`config.mk`:
```
export PLATFORM = sky130hd
export DESIGN_NAME = dram_arbiter
export DESIGN_NICKNAME = d
export VERILOG_FILES = /design/src/rtl/dram_arbiter.sv
export SDC_FILE = /design/constraint.sdc
export NUM_CORES = 1
export LEC_CHECK = 0
export BUFFER_PORTS_ARGS = -buffer_cell sky130_fd_sc_hd__buf_2
export CAP_MARGIN = 15
export CORE_MARGIN = 2
export CORE_UTILIZATION = 53
export DETAILED_ROUTE_END_ITERATION = 10
export PLACE_DENSITY = 0.9
export SKIP_CTS_REPAIR_TIMING = 1
export SYNTH_ARGS = -nofsm -noshare
export SYNTH_HDL_FRONTEND = slang
export SYNTH_SLANG_ARGS = --single-unit
```
`constraint.sdc`:
```
create_clock -name clk -period 8.5 [get_ports clk]
set_input_delay 0.85 -clock clk [delete_from_list [all_inputs] [get_ports clk]]
set_output_delay 0.85 -clock clk [all_outputs]
set_load 0.01 [all_outputs]
```
`src/rtl/dram_arbiter.sv`:
```
// dram_arbiter
//   Shares the single-port data RAM between the CPU load/store port and the
//   host/debug port. The CPU has fixed priority, but a host that has lost
//   MAX_WAIT consecutive arbitrations wins the next one. Each access takes
//   three cycles (IDLE -> ISSUE -> DONE), and accesses never overlap.
//
// Ports
//   clk, rsta                      clock, asynchronous active-high reset
//   cpu_req/we/addr/wdata          CPU request, held until cpu_ack
//   cpu_rdata, cpu_ack             read data and one-cycle completion pulse
//   cpu_stall                      cpu_req & ~cpu_ack
//   host_req/we/addr/wdata         host request, held until host_ack
//   host_rdata, host_ack           read data and one-cycle completion pulse
//   mem_we/addr/wdata              RAM command, driven in ISSUE
//   mem_rdata                      synchronous RAM read data (1 cycle after addr)
//   busy                           an access is in flight
module dram_arbiter #(
    parameter int ADDR_W   = 6,
    parameter int DATA_W   = 32,
    parameter int MAX_WAIT = 4
) (
    input  logic              clk,
    input  logic              rsta,
    input  logic              cpu_req,
    input  logic              cpu_we,
    input  logic [ADDR_W-1:0] cpu_addr,
    input  logic [DATA_W-1:0] cpu_wdata,
    output logic [DATA_W-1:0] cpu_rdata,
    output logic              cpu_ack,
    output logic              cpu_stall,
    input  logic              host_req,
    input  logic              host_we,
    input  logic [ADDR_W-1:0] host_addr,
    input  logic [DATA_W-1:0] host_wdata,
    output logic [DATA_W-1:0] host_rdata,
    output logic              host_ack,
    output logic              mem_we,
    output logic [ADDR_W-1:0] mem_addr,
    output logic [DATA_W-1:0] mem_wdata,
    input  logic [DATA_W-1:0] mem_rdata,
    output logic              busy
);

    typedef enum logic [1:0] {IDLE, ISSUE, DONE} state_t;

    localparam logic [3:0] WAIT_MAX = 4'(MAX_WAIT);

    state_t              state, state_nx;
    logic                owner_host;     // 0 = CPU owns the access in flight
    logic                lat_we;
    logic [3:0]          wait_cnt, wait_nx;
    logic                take;           // accept a new access this cycle
    logic                host_wins;
    logic                rd_done;
    logic [DATA_W-1:0]   cpu_rdata_q, host_rdata_q;

    // Arbitration and next state
    always_comb begin
        state_nx  = state;
        wait_nx   = wait_cnt;
        take      = 1'b0;
        host_wins = 1'b0;
        case (state)
            IDLE: begin
                if (cpu_req || host_req) begin
                    take      = 1'b1;
                    host_wins = host_req && (!cpu_req || wait_cnt == WAIT_MAX);
                    if (host_wins)
                        wait_nx = 4'd0;
                    else if (host_req && wait_cnt != WAIT_MAX)
                        wait_nx = wait_cnt + 4'd1;
                    state_nx = ISSUE;
                end
            end
            ISSUE:   state_nx = DONE;
            DONE:    state_nx = IDLE;
            default: state_nx = IDLE;
        endcase
    end

    // mem_addr/mem_wdata double as the latched request: they are loaded when
    // an access is accepted and simply hold until the next one.
    always_ff @(posedge clk or posedge rsta) begin
        if (rsta) begin
            state        <= IDLE;
            wait_cnt     <= 4'd0;
            owner_host   <= 1'b0;
            lat_we       <= 1'b0;
            mem_addr     <= '0;
            mem_wdata    <= '0;
            cpu_rdata_q  <= '0;
            host_rdata_q <= '0;
        end else begin
            state    <= state_nx;
            wait_cnt <= wait_nx;
            if (take) begin
                owner_host <= host_wins;
                lat_we     <= host_wins ? host_we    : cpu_we;
                mem_addr   <= host_wins ? host_addr  : cpu_addr;
                mem_wdata  <= host_wins ? host_wdata : cpu_wdata;
            end
            if (rd_done && !owner_host) cpu_rdata_q  <= mem_rdata;
            if (rd_done &&  owner_host) host_rdata_q <= mem_rdata;
        end
    end

    // Write enable decoded from state so an asynchronous reset removes it at once.
    assign mem_we   = (state == ISSUE) && lat_we;
    assign busy     = (state != IDLE);
    assign cpu_ack  = (state == DONE) && !owner_host;
    assign host_ack = (state == DONE) &&  owner_host;
    assign rd_done  = (state == DONE) && !lat_we;

    // RAM data only arrives in DONE, so the ack cycle forwards it directly and
    // the holding register takes over from the next cycle.
    assign cpu_rdata  = (cpu_ack  && !lat_we) ? mem_rdata : cpu_rdata_q;
    assign host_rdata = (host_ack && !lat_we) ? mem_rdata : host_rdata_q;

    assign cpu_stall  = cpu_req && !cpu_ack;

endmodule

```
==> flow_summary.json <==
{
  "status": "complete, no violations",
  "power_density_nw_per_um2": 348,
  "ys_warn_count": 0,
  "leakage_nw": 3.87,
  "max_cap_viol_count": 0,
  "antenna_found_initial": 0,
  "clock_skew_ps": 9.71,
  "path_class": "register to output pin",
  "drc": 0,
  "min_path_type": "register to register",
  "n_antenna_cell": 0,
  "die_x_um": 108,
  "netlist_area_um2": 5780,
  "yosys-top-cells-area": "dfrtp_1 (48%), mux2_4 (16%), mux2_2 (13%), inv_1 (8.0%), a222oi_1 (6.8%)",
  "yosysMostFrequentCell": "inv_1",
  "ys_ff_latch": 110,
  "finalSetupViolations": 0,
  "tns_ps": 0,
  "endpoint_kind": "output pin",
  "cts_buffers": 9,
  "p_sw_mw": 0.868,
  "synth.avg_cell_area_um2": 12.6,
  "coreArea_um2": 10700,
  "regArea_um2": 2750,
  "multi_input_area_um2": 2290,
  "num_rows": 38,
  "grt_pass1_wl_mm": 19.4,
  "via_count": 4257,
  "async_flop_share": 1.00,
  "synth-adder-area-share": 0.00433,
  "synth-simple-area-share": 0.0242,
  "whs_ps": 513,
  "use_met2": 0.360,
  "max_freq_mhz": 286,
  "place_congestion": 0.749,
  "grt_overflow": 0,
  "ir_drop_v": 0.000198,
  "gr-max-usage-layer": "met2",
  "required_ps": 7650,
  "power_frac_comb": 0.493,
  "path_clk_slew_ps": 100,
  "htreeDepth": 3,
  "ys_seq_area_frac": 0.476,
  "yosys.area.top_type": "dfrtp_1",
  "cp_max_fo": 53,
  "synth_top_area_frac": 0.476,
  "muxShareOfSynthArea": 0.290,
  "relSlewSlack": 0.378,
  "fin_area_um2": 7060,
  "yosys.area_share.xor_xnor": 0,
  "p_clk_frac": 0.132,
  "synth_top_family_by_area": "multiplexers",
  "arrival_ps": 2640,
  "drt-total-wl_mm": 12.6,
  "syn_inst": 459,
  "clock_path_buffers": 2,
  "worst_setup_path_start_kind": "register",
  "dp_hpwl_mm": 9.33,
  "cts_tree": "built",
  "fillers": 781,
  "drt_pass1_iterations": 11,
  "met1_usage": 0.258,
  "fin_nets": 785,
  "die_area_um2": 11800,
  "cts_num_sinks": 110,
  "viasPerCell": 5.23,
  "internal_power_mw": 1.59,
  "synth_common_cells": "inv_1 (124), dfrtp_1 (110), mux2_2 (68)",
  "p_sw_frac": 0.353,
  "clkLatencyLatePin_ps": 360,
  "grt_use_met3": 0.0410,
  "rsz0062_at_grt": "false",
  "fin_crit_ps": 3490,
  "grt_pass1_vias": 4104,
  "die_height_um": 108,
  "worst_slew_pin_slew_ps": 933,
  "synth-edff-count": 0,
  "dpl-instance-area_um2": 6830,
  "post_synth_num_cell_types": 33,
  "ioPinCount": 221,
  "synth-compound-area-share": 0.0770,
  "final_hold_viol_count": 0,
  "period_share": 0.411,
  "grt_max_degree": 65,
  "antenna_left": 0,
  "cts_root_buf": "clkbuf_8",
  "drt_iter0_drc": 366,
  "grt.total_usage": 0.209,
  "seqPwrFrac": 0.374,
  "synth_nets": 575,
  "wl_per_cell_um": 15.5,
  "synthToLayoutAreaGrowth_pct": 22.1,
  "slew_violations": 0,
  "io_buffers": 220,
  "start_util": 0.538,
  "synth_ff_type": "dfrtp_1",
  "drive_gt1_frac": 0.559
}
## sequential cells by signal, indices dropped and copies added (netlist names)
| register | flops |
|---|---|
| wait_cnt | 4 |
| state | 2 |
| host_rdata_q | 32 |
| owner_host | 1 |
| cpu_rdata_q | 32 |
| lat_we | 1 |
| mem_addr | 6 |
| mem_wdata | 32 |
## power groups by stage
stage	Sequential, mW	Clock (mW)	Combinational, mW
floorplan	0.936	0	0.807
global placement	0.911	0	1.17
detailed placement	0.931	0	1.21
CTS	0.923	0.333	1.21
global route	0.952	0.354	1.31
finish	0.921	0.325	1.21
## per-layer routing
layer  vias to the layer above  wire [um]
met5                         -          0
met1                      2047       5150
li1                       1979          -
met2                       209       6240
met4                         0        253
met3                        22        955
## cells by family (layout without fill, tap and decap cells)
family	after synthesis	after routing
buffers and inverters	151	366
AO/OA/AOI/OAI	47	47
AND/OR/NAND/NOR	20	20
adder cells (fa/ha/maj)	2	2
multiplexers	129	129
flip-flops	110	110
## area by class of cell
type	count	share of cell area
repair buffers	226	0.165
clock inverters	6	0.00992
well taps	140	0.0248
inverters	124	0.0663
clock buffers	10	0.0195
flip-flops and latches	110	0.390
multi-input cells	198	0.325
## critical path, cell delays in order (launching register included)
cell     delay [ps]
dfrtp_1         440
and3b_1         250
and2_4          280
buf_4           750
mux2_4          360
buf_2           140
## placed cells by master (no fill, tap or decap), types with 2 or more instances in the layout
| cell type | instances |
|---|---|
| ha_1 | 2 |
| nor2_1 | 3 |
| a222oi_1 | 39 |
| o21ai_0 | 2 |
| dfrtp_1 | 110 |
| clkbuf_8 | 10 |
| buf_2 | 220 |
| inv_1 | 123 |
| mux2_4 | 60 |
| clkinv_4 | 3 |
| and2_1 | 2 |
| nor2b_1 | 2 |
| buf_4 | 5 |
| mux2_2 | 68 |
| nand3_1 | 3 |
## metrics by stage
| step | utilization | total power [mW] | cells | setup slack, ps |
|---|---|---|---|---|
| 2_1_floorplan | - | 1.74 | 459 | 4750 |
| 3_3_place_gp | 0.635 | 2.08 | 797 | 5510 |
| 3_5_place_dp | 0.635 | 2.14 | 797 | 5430 |
| 4_1_cts | 0.655 | 2.47 | 813 | 5000 |
| 5_1_grt | 0.657 | 2.62 | 814 | 4900 |
| 6_report | 0.657 | 2.46 | 814 | 5010 |
## worst paths after layout
path,slack [ps],to,startpoint,cells past startpoint
setup / recovery,5010,host_rdata[9],state[0],5
hold / removal,510,cpu_rdata_q[13],cpu_rdata_q[13],1
setup reg to reg,6230,host_rdata_q[31],state[0],4
hold reg to reg,510,cpu_rdata_q[13],cpu_rdata_q[13],1
max in group asynchronous,6750,host_rdata_q[6],rsta,3
min in group asynchronous,540,state[0],rsta,2
No activity file was read; power rests on OpenSTA's default activity.
